<file path="src/rtl/int_sqrt_pkg.sv">
// rtl/int_sqrt_pkg.sv - shared sizing helpers for the integer square-root unit
//
// Purpose: width arithmetic shared by int_sqrt and sqrt_stage so both agree
//          on root and remainder sizes for any operand width.
// Ports:   none (package).

package int_sqrt_pkg;

  // Operand width used when the top is instantiated without overrides.
  localparam int DEFAULT_WIDTH = 20;

  // The partial remainder needs two bits beyond the root width: after a
  // stage it is bounded by 2*root, and before the subtract it has been
  // shifted left by one bit-pair.
  localparam int REM_EXTRA = 2;

  // Number of root bits (one per operand bit-pair, odd widths rounded up).
  function automatic int root_width(input int w);
    return (w + 1) / 2;
  endfunction

  // Width of the partial remainder carried between stages.
  function automatic int rem_width(input int w);
    return root_width(w) + REM_EXTRA;
  endfunction

endpackage

</file>
<file path="src/rtl/sqrt_stage.sv">
// rtl/sqrt_stage.sv - one restoring radix-4 square-root step
//
// Purpose: consumes the next operand bit-pair, tries to subtract
//          (4*root + 1) from the shifted remainder, and emits one root bit.
// Ports:
//   rem_in   partial remainder from the previous stage (RW+2 bits)
//   root_in  partial root from the previous stage (RW bits, LSB-aligned)
//   pair     next two operand bits, MSB-first order
//   rem_out  updated remainder (RW+2 bits)
//   root_bit new root bit; 1 when the trial subtraction did not go negative

module sqrt_stage
  import int_sqrt_pkg::*;
#(
  parameter int RW = root_width(DEFAULT_WIDTH)
) (
  input  logic [RW+REM_EXTRA-1:0] rem_in,
  input  logic [RW-1:0]           root_in,
  input  logic [1:0]              pair,
  output logic [RW+REM_EXTRA-1:0] rem_out,
  output logic                    root_bit
);

  localparam int REMW = RW + REM_EXTRA;

  // Work two bits wider than the stored remainder so the shift never
  // truncates, even though in practice the top bits of rem_in are zero.
  logic [REMW+1:0] shifted;
  logic [REMW+1:0] trial;
  logic [REMW+1:0] diff;

  assign shifted  = {rem_in, pair};
  assign trial    = {2'b00, root_in, 2'b01};
  assign diff     = shifted - trial;
  assign root_bit = (shifted >= trial);

  // Restoring step: keep the difference only when it stayed non-negative.
  assign rem_out  = root_bit ? REMW'(diff) : REMW'(shifted);

endmodule

</file>
<file path="src/rtl/int_sqrt.sv">
// rtl/int_sqrt.sv - floor(sqrt(a)) with a zero-latency result and a registered copy
//
// Purpose: combinational integer square root of an unsigned or
//          two's-complement operand, plus an optional captured result.
// Ports:
//   clk        clock for the registered path only
//   reset      asynchronous, active-high; clears root_q and out_valid
//   a          radicand, WIDTH bits
//   root       combinational floor(sqrt(|a|)), (WIDTH+1)/2 bits
//   in_valid   capture strobe for the registered path
//   root_q     root captured on the last posedge with in_valid high
//   out_valid  in_valid delayed by one clock

module int_sqrt
  import int_sqrt_pkg::*;
#(
  parameter int WIDTH   = DEFAULT_WIDTH,
  parameter int TC_MODE = 0
) (
  input  logic                         clk,
  input  logic                         reset,
  input  logic [WIDTH-1:0]             a,
  output logic [root_width(WIDTH)-1:0] root,
  input  logic                         in_valid,
  output logic [root_width(WIDTH)-1:0] root_q,
  output logic                         out_valid
);

  localparam int RW   = root_width(WIDTH);
  localparam int AW   = 2 * RW;
  localparam int REMW = rem_width(WIDTH);

  // Effective operand magnitude. In two's-complement mode negatives are
  // negated as an unsigned WIDTH-bit value, so the most negative input
  // becomes 2^(WIDTH-1) rather than overflowing.
  logic [WIDTH-1:0] mag;
  logic [AW-1:0]    op;

  always_comb begin
    mag = a;
    if (TC_MODE != 0 && a[WIDTH-1]) begin
      mag = ~a + 1'b1;
    end
  end

  // Odd widths gain one zero MSB so the operand splits into whole bit-pairs.
  assign op = AW'(mag);

  // Stage i sees the remainder and root produced by stages 0..i-1.
  logic [REMW-1:0] rem_chain  [0:RW];
  logic [RW-1:0]   root_chain [0:RW];
  logic [RW-1:0]   root_bits;

  assign rem_chain[0]  = '0;
  assign root_chain[0] = '0;

  genvar i;
  generate
    for (i = 0; i < RW; i++) begin : g_stage
      sqrt_stage #(
        .RW (RW)
      ) u_stage (
        .rem_in   (rem_chain[i]),
        .root_in  (root_chain[i]),
        .pair     (op[AW-1-2*i -: 2]),
        .rem_out  (rem_chain[i+1]),
        .root_bit (root_bits[i])
      );

      assign root_chain[i+1] = (root_chain[i] << 1) | RW'(root_bits[i]);
    end
  endgenerate

  assign root = root_chain[RW];

  // The final remainder (a - root^2) is not an output of this unit.
  logic unused_final_rem;
  assign unused_final_rem = ^rem_chain[RW];

  // Registered copy; no extra state, so the first edge after reset release
  // captures normally.
  always_ff @(posedge clk or posedge reset) begin
    if (reset) begin
      root_q    <= '0;
      out_valid <= 1'b0;
    end else begin
      out_valid <= in_valid;
      if (in_valid) begin
        root_q <= root;
      end
    end
  end

endmodule

</file>
<file path="config.mk">
export PLATFORM = sky130hd
export DESIGN_NAME = int_sqrt
export DESIGN_NICKNAME = d
export VERILOG_FILES = /design/src/rtl/int_sqrt_pkg.sv /design/src/rtl/sqrt_stage.sv /design/src/rtl/int_sqrt.sv
export SDC_FILE = /design/constraint.sdc
export NUM_CORES = 1
export LEC_CHECK = 0
export ABC_AREA = 1
export CAP_MARGIN = 20
export CORE_ASPECT_RATIO = 1.25
export CORE_MARGIN = 3
export CORE_UTILIZATION = 65
export CTS_CLUSTER_SIZE = 30
export DETAILED_ROUTE_END_ITERATION = 10
export PLACE_DENSITY_LB_ADDON = 0.12
export SLEW_MARGIN = 20
export SYNTH_ARGS = -nofsm -noshare
export SYNTH_HDL_FRONTEND = slang
export SYNTH_SLANG_ARGS = --single-unit
</file>
<file path="constraint.sdc">
create_clock -name clk -period 31 [get_ports clk]
set_input_delay 6.2 -clock clk [delete_from_list [all_inputs] [get_ports clk]]
set_output_delay 6.2 -clock clk [all_outputs]
set_load 0.03 [all_outputs]
</file>
======== Yosys cells after proc, flatten, opt, wreduce, memory -nomap -nowiden ========
Index checks and enable logic that the tools add are counted.
storage, ports and cells
  flip-flop bits (word level) ............. 11
  output and inout bits ................... 21
  logic and storage cells ................. 39
cells by class
  $add $sub $neg .......................... 9
  $lt $le $gt $ge ......................... 10
  muxes and demuxes ....................... 9
  bitwise logic cells ..................... 9
operators by type and width
  operator          number
  $mux W12          9
  $or A10 B1 Y10    2
  $ge A14 B10 Y1    1
  $ge A14 B12 Y1    1
  $ge A14 B3 Y1     1
  $ge A14 B4 Y1     1
  $ge A14 B5 Y1     1
  $ge A14 B6 Y1     1
  $ge A14 B7 Y1     1
  $ge A14 B8 Y1     1
  $ge A14 B9 Y1     1
  $sub A12 B10 Y12  1
  $sub A12 B3 Y12   1
  $sub A12 B4 Y12   1
  $sub A12 B5 Y12   1
  $sub A12 B6 Y12   1
  $sub A12 B7 Y12   1
  $sub A12 B8 Y12   1
  $sub A12 B9 Y12   1
  $or A8 B1 Y8      1
  $or A7 B1 Y7      1
  $or A6 B1 Y6      1
  $or A5 B1 Y5      1
  $or A4 B1 Y4      1
  4 further kinds   4

======== Logic depth before layout (Yosys ltp) ========
  depth after elaboration ................. 20
  depth in mapped cells ................... 98
  gate-level depth less buffers ........... 93

======== Hierarchy ========
From an unflattened synthesis, not the netlist that was laid out.
unflattened totals
  cells, all modules ...................... 1,785
  area total of the unflattened synthesis .. 10,082.2 sq um
modules (own cells, without submodules)
  module      instances  cells each  area each (sq um)
  sqrt_stage  10         174         967.2
  int_sqrt    1          45          410.4

======== Least setup slack after synthesis ========
Ideal clock, no wire load.
  path type ............................... input to output
  from .................................... input a[16]
  to ...................................... output root[0]
  arrival time ............................ 17.715 ns
  required time ........................... 24.800 ns
  setup slack ............................. 7.085 ns
  stages on the path ...................... 86
  buffers on the path ..................... 4
  cells stage by stage .................... inv_1 -> ha_1 -> inv_1 -> nand2_2 -> nand3_4 -> o21ai_0 -> inv_1 -> ha_1 -> a21oi_1 -> nand3_2 -> nor2_4 -> o21ai_0 -> ha_1 -> a21oi_1 -> nor2_1 -> nand3b_2 -> nor2_4 -> nand3_2 -> [... 50 more ...] -> nand2_1 -> nor2_4 -> nand3_4 -> inv_2 -> buf_2 -> nand2_1 -> o21ai_0 -> ha_1 -> nand2_1 -> inv_1 -> o211a_1 -> nand3_1 -> nand2_1 -> nand2_1 -> nand2_1 -> nand2_1 -> nand2_2 -> buf_4
between the ends
  cells in the longest elaborated chain, start to end .. 18
  elaborated cells between the ends (all ways) .. 34
RTL lines
  what                                              RTL line                            RTL
  from (decl)                                       int_sqrt.sv:22                      input logic [WIDTH-1:0] a,
  $ge A14 B3 Y1 *                                   sqrt_stage.sv:35                    assign root_bit = (shifted >= trial);
  net g_stage[1].u_stage.root_bit                   sqrt_stage.sv:21                    output logic root_bit
  $mux W12 or $or A2 B1 Y2 (tied branches)          sqrt_stage.sv:38, int_sqrt.sv:70
  $sub A12 B4 Y12 or $ge A14 B4 Y1 (tied branches)  sqrt_stage.sv:34, sqrt_stage.sv:35
  $mux W12 or $or A3 B1 Y3 (tied branches)          sqrt_stage.sv:38, int_sqrt.sv:70
  $sub A12 B5 Y12 or $ge A14 B5 Y1 (tied branches)  sqrt_stage.sv:34, sqrt_stage.sv:35
  $mux W12 or $or A4 B1 Y4 (tied branches)          sqrt_stage.sv:38, int_sqrt.sv:70
  $sub A12 B6 Y12 or $ge A14 B6 Y1 (tied branches)  sqrt_stage.sv:34, sqrt_stage.sv:35
  [... 2 more ...]                                  n/a
  net g_stage[5].u_stage.root_bit                   sqrt_stage.sv:21
  [... 2 more ...]                                  n/a
  net g_stage[6].u_stage.root_bit                   sqrt_stage.sv:21
  [... 2 more ...]                                  n/a
  net g_stage[7].u_stage.root_bit                   sqrt_stage.sv:21
  $mux W12 or $or A8 B1 Y8 (tied branches)          sqrt_stage.sv:38, int_sqrt.sv:70
  $ge A14 B10 Y1 *                                  sqrt_stage.sv:35
  net g_stage[8].u_stage.root_bit                   sqrt_stage.sv:21
  $mux W12 or $or A10 B1 Y10 (tied branches)        sqrt_stage.sv:38, int_sqrt.sv:70
  $ge A14 B12 Y1 *                                  sqrt_stage.sv:35
  net g_stage[9].u_stage.root_bit                   sqrt_stage.sv:21
  $or A10 B1 Y10 *                                  int_sqrt.sv:70                      assign root_chain[i+1] = (root_chain[i] << 1) | RW'(root_bits[i]);
  to (decl)                                         int_sqrt.sv:23                      output logic [root_width(WIDTH)-1:0] root,
The timed path passes the listed nets; every way through them passes the cells marked *.

======== Final worst setup path ========
  from .................................... input a[16]
  to ...................................... output root[0]
between the ends
  cells in the longest elaborated chain, start to end .. 18
  elaborated cells between the ends (all ways) .. 34
RTL lines
  what                                                RTL line
  $sub A12 B3 Y12 or $ge A14 B3 Y1 (tied branches)    sqrt_stage.sv:34, sqrt_stage.sv:35
  $mux W12 or $or A2 B1 Y2 (tied branches)            sqrt_stage.sv:38, int_sqrt.sv:70
  $sub A12 B4 Y12 or $ge A14 B4 Y1 (tied branches)    sqrt_stage.sv:34, sqrt_stage.sv:35
  $mux W12 or $or A3 B1 Y3 (tied branches)            sqrt_stage.sv:38, int_sqrt.sv:70
  $sub A12 B5 Y12 or $ge A14 B5 Y1 (tied branches)    sqrt_stage.sv:34, sqrt_stage.sv:35
  $mux W12 or $or A4 B1 Y4 (tied branches)            sqrt_stage.sv:38, int_sqrt.sv:70
  $sub A12 B6 Y12 or $ge A14 B6 Y1 (tied branches)    sqrt_stage.sv:34, sqrt_stage.sv:35
  $mux W12 or $or A5 B1 Y5 (tied branches)            sqrt_stage.sv:38, int_sqrt.sv:70
  [... 2 more ...]                                    n/a
  $sub A12 B8 Y12 or $ge A14 B8 Y1 (tied branches)    sqrt_stage.sv:34, sqrt_stage.sv:35
  $mux W12 or $or A7 B1 Y7 (tied branches)            sqrt_stage.sv:38, int_sqrt.sv:70
  $ge A14 B9 Y1 or $sub A12 B9 Y12 (tied branches)    sqrt_stage.sv:35, sqrt_stage.sv:34
  $mux W12 or $or A8 B1 Y8 (tied branches)            sqrt_stage.sv:38, int_sqrt.sv:70
  $sub A12 B10 Y12 or $ge A14 B10 Y1 (tied branches)  sqrt_stage.sv:34, sqrt_stage.sv:35
  $mux W12 or $or A10 B1 Y10 (tied branches)          sqrt_stage.sv:38, int_sqrt.sv:70
  $ge A14 B12 Y1 *                                    sqrt_stage.sv:35
  $or A10 B1 Y10 *                                    int_sqrt.sv:70
Mark *: on every way between the ends. The rest lies on a longest branch, timed or not.

==> out/metrics.yaml <==
period_minus_slack_ns: 27.34
placed_cell_count: 975
cts_resized: 0
cts_setup_buffers: 0
synthesis.area_per_instance_sq_um: 5.85
place.gp.congestion: 0.919
crit_buf_inv: 15
postRouteAntennaNets: 0
yosysSeqAreaShare: 0.0549
clock_insertion_delay_worst_skew_ns: 0.23
fp.dieH_microns: 104
vias: 5596
mappedNetlistArea_sq_mm: 0.00501
floorplan.initialDensity: 0.673
synth_common_cells: "257 x nand2_1, 106 x inv_1, 66 x nand3_1, 66 x nor2_1, 61 x ha_1"
vdd_ir_drop_max_v: 0.000103
final.setup.tns_ns: 0
final.fill_count: 672
multiInputGateArea_sq_mm: 0.00413
finalCritPeriodShare: 0.882
synth_top_area_cell: "nand2_1"
cp.arrival_ns: 21.14
design.die.area_sq_mm: 0.00880
area_delta_synth_final_pct: 8.99
timing.critical_path.mode_cell: "nand2_1"
cts.sink_count: 11
drive_gt1_frac: 0.0981
synth_cell_type_count: 46
grt_max_degree: 20
grt_antenna_before_repair: 0
synth_nets: 941
die_width_microns: 84.5
drt-vias-per-instance: 5.72
critical_path_peak_fanout: 17
ff_latch_area_sq_um: 275
synth_seq_cells: 11
cts-root-buf: "clkbuf_8"
clock-skew-final_ns: 0
hold_buffers: 0
crit_path_end_kind: "output pin"
critPathMaxStageDelay_ns: 0.67
track_usage: 0.323
max_slew.worst_pin.slew_ns: 0.513
firstDrtPassIters: 6
routed_wire_length_per_instance_microns: 14.2
coreArea_sq_mm: 0.00744
drc: 0
first_iter_violations: 306
io_port_bufs: 43
synth_warnings: 0
placementRows: 35
slew_headroom: 0.656
clock_tree.htree_level_count: 1
cts_inserted_buffers: 3
grt_overflow: 0
hold_viol: 0
wire_length_of_the_first_global_routing_pass_microns: 24200
critPathSlowestCell: "clkdlybuf4s50_1"
rsz0062_at_grt: "false"
final_cell_utilization_of_the_core: 0.733
worst_path_dominant_cell_family: "simple AND/OR/NAND/NOR gates"
nNetsFinal: 972
final_max_slew_viol_count: 0
dp_hpwl_microns: 11700
outcome: "completed"
max_cap_violations: 0
yosysTopAreaCellShare: 0.193
min_path_type: "reg -> reg"
max_freq_ghz: 0.0366
data_required_time_of_the_critical_path_ns: 24.80
post-synth-top-count-cell: "nand2_1"
edff_count_synth: 0
totalWireLength_microns: 13900
post_synth_inst_count: 857
first_global_vias: 5458
design.portCount: 44
synth-async-reset-ratio: 1.00
synth_flop_cell: "dfrtp_1"
timing_worst_setup_path_type: "in -> out"
cts_tree: "done"
leakage_nw: 2.99
final-instance-count-excl-fill: 979
cp-start-kind: "input pin"
power_density_mw_per_mm2: 102
ctsLongestPathBuffers: 2
clk_pin_slew_worst_paths_ns: 0.05
timing.final.setup_violations: 0
post_synth_main_area_contributors: "nand2_1 19%, ha_1 15%, inv_1 7.9%, nand3_1 6.6%, o21ai_0 5.6%"
ant_diodes: 0
layout by cell type (no fill, tap or decap), types with 3 or more instances in the layout:
master	instances
clkbuf_8	3
nand3_1	66
nand2_1	257
nor3_1	6
a211oi_1	4
inv_2	8
o21ai_1	3
nor2_2	7
nand4_1	28
xnor2_1	14
o21ai_2	4
nor2_4	11
o21ai_0	56
a21oi_1	26
o211ai_1	4
xor2_1	18
a31oi_1	5
nor2_1	66
nand3b_1	6
inv_1	106
clkdlybuf4s50_1	43
clkinv_1	3
dfrtp_1	11
or2_2	3
nand3_4	4
nand3_2	10
and2_1	3
nand2_4	7
nand2_2	23
ha_1	61
worst register-to-register path: stages, from the launching register on:
cell	delay [ns]
dfrtp_1	0.39
nand2_1	0.09
o21ai_0	0.10
final cells by class:
| cell class | count | area share |
|---|---|---|
| Clock buffer | 4 | 0.00825 |
| Inverter | 120 | 0.0834 |
| Multi-Input combinational cell | 708 | 0.757 |
| Sequential cell | 11 | 0.0504 |
| Tap cell | 92 | 0.0211 |
| Timing Repair Buffer | 44 | 0.0802 |
through the flow:
stage	area, sq um	hold slack (ns)	power [mW]	setup WS (ns)
6_report	5460	0.495	0.558	3.66
5_1_grt	5460	0.516	0.625	2.00
4_1_cts	5460	0.494	0.554	3.77
3_5_place_dp	5420	0.476	0.538	3.85
3_3_place_gp	5420	0.466	0.527	4.32
2_1_floorplan	5010	0.662	0.437	7.08
sequential cells by signal, indices dropped and copies added, names as in the netlist:
| register | cells |
|---|---|
| root_q | 10 |
| out_valid | 1 |
logic make-up (layout without fill, tap and decap cells):
| logic type | count (synthesis) | in the layout | synth area share |
|---|---|---|---|
| compound gates | 115 | 115 | 0.131 |
| xor+xnor | 32 | 32 | 0.0559 |
| fa+ha+maj | 61 | 61 | 0.152 |
| buf+inv | 138 | 168 | 0.120 |
| flops | 11 | 11 | 0.0549 |
| simple gates | 500 | 500 | 0.485 |
power by group:
| group | leakage, nW | total [mW] | switching [mW] | internal (mW) |
|---|---|---|---|---|
| Combinational | 2.85 | 0.525 | 0.345 | 0.180 |
| Clock | 0.0228 | 0.0141 | 0.00509 | 0.00900 |
| Sequential | 0.122 | 0.0188 | 0.00156 | 0.0172 |
layer usage:
layer / share of wire / track usage / wire (microns)
met3: 0.031 / 0.0158 / 430
met5: 0 / 0 / 0
met2: 0.52 / 0.608 / 7260
met4: 0.036 / 0.119 / 496
met1: 0.41 / 0.376 / 5700
path summary, 6_finish.rpt:
| kind | from | end | slack, ns | cells after the start |
|---|---|---|---|---|
| worst max-delay path | a[16] | root[0] | 3.66 | 84 |
| worst min-delay path | root_q[4]$_DFFE_PP0P_ | root_q[4]$_DFFE_PP0P_ | 0.50 | 2 |
| worst max register to register | root_q[3]$_DFFE_PP0P_ | root_q[3]$_DFFE_PP0P_ | 30.29 | 2 |
| worst min register to register | root_q[4]$_DFFE_PP0P_ | root_q[4]$_DFFE_PP0P_ | 0.50 | 2 |
| max in group asynchronous | reset | out_valid$_DFF_PP0_ | 24.48 | 2 |
| min in group asynchronous | reset | root_q[7]$_DFFE_PP0P_ | 6.24 | 2 |
Note: power is estimated with default switching activity, not from simulation.
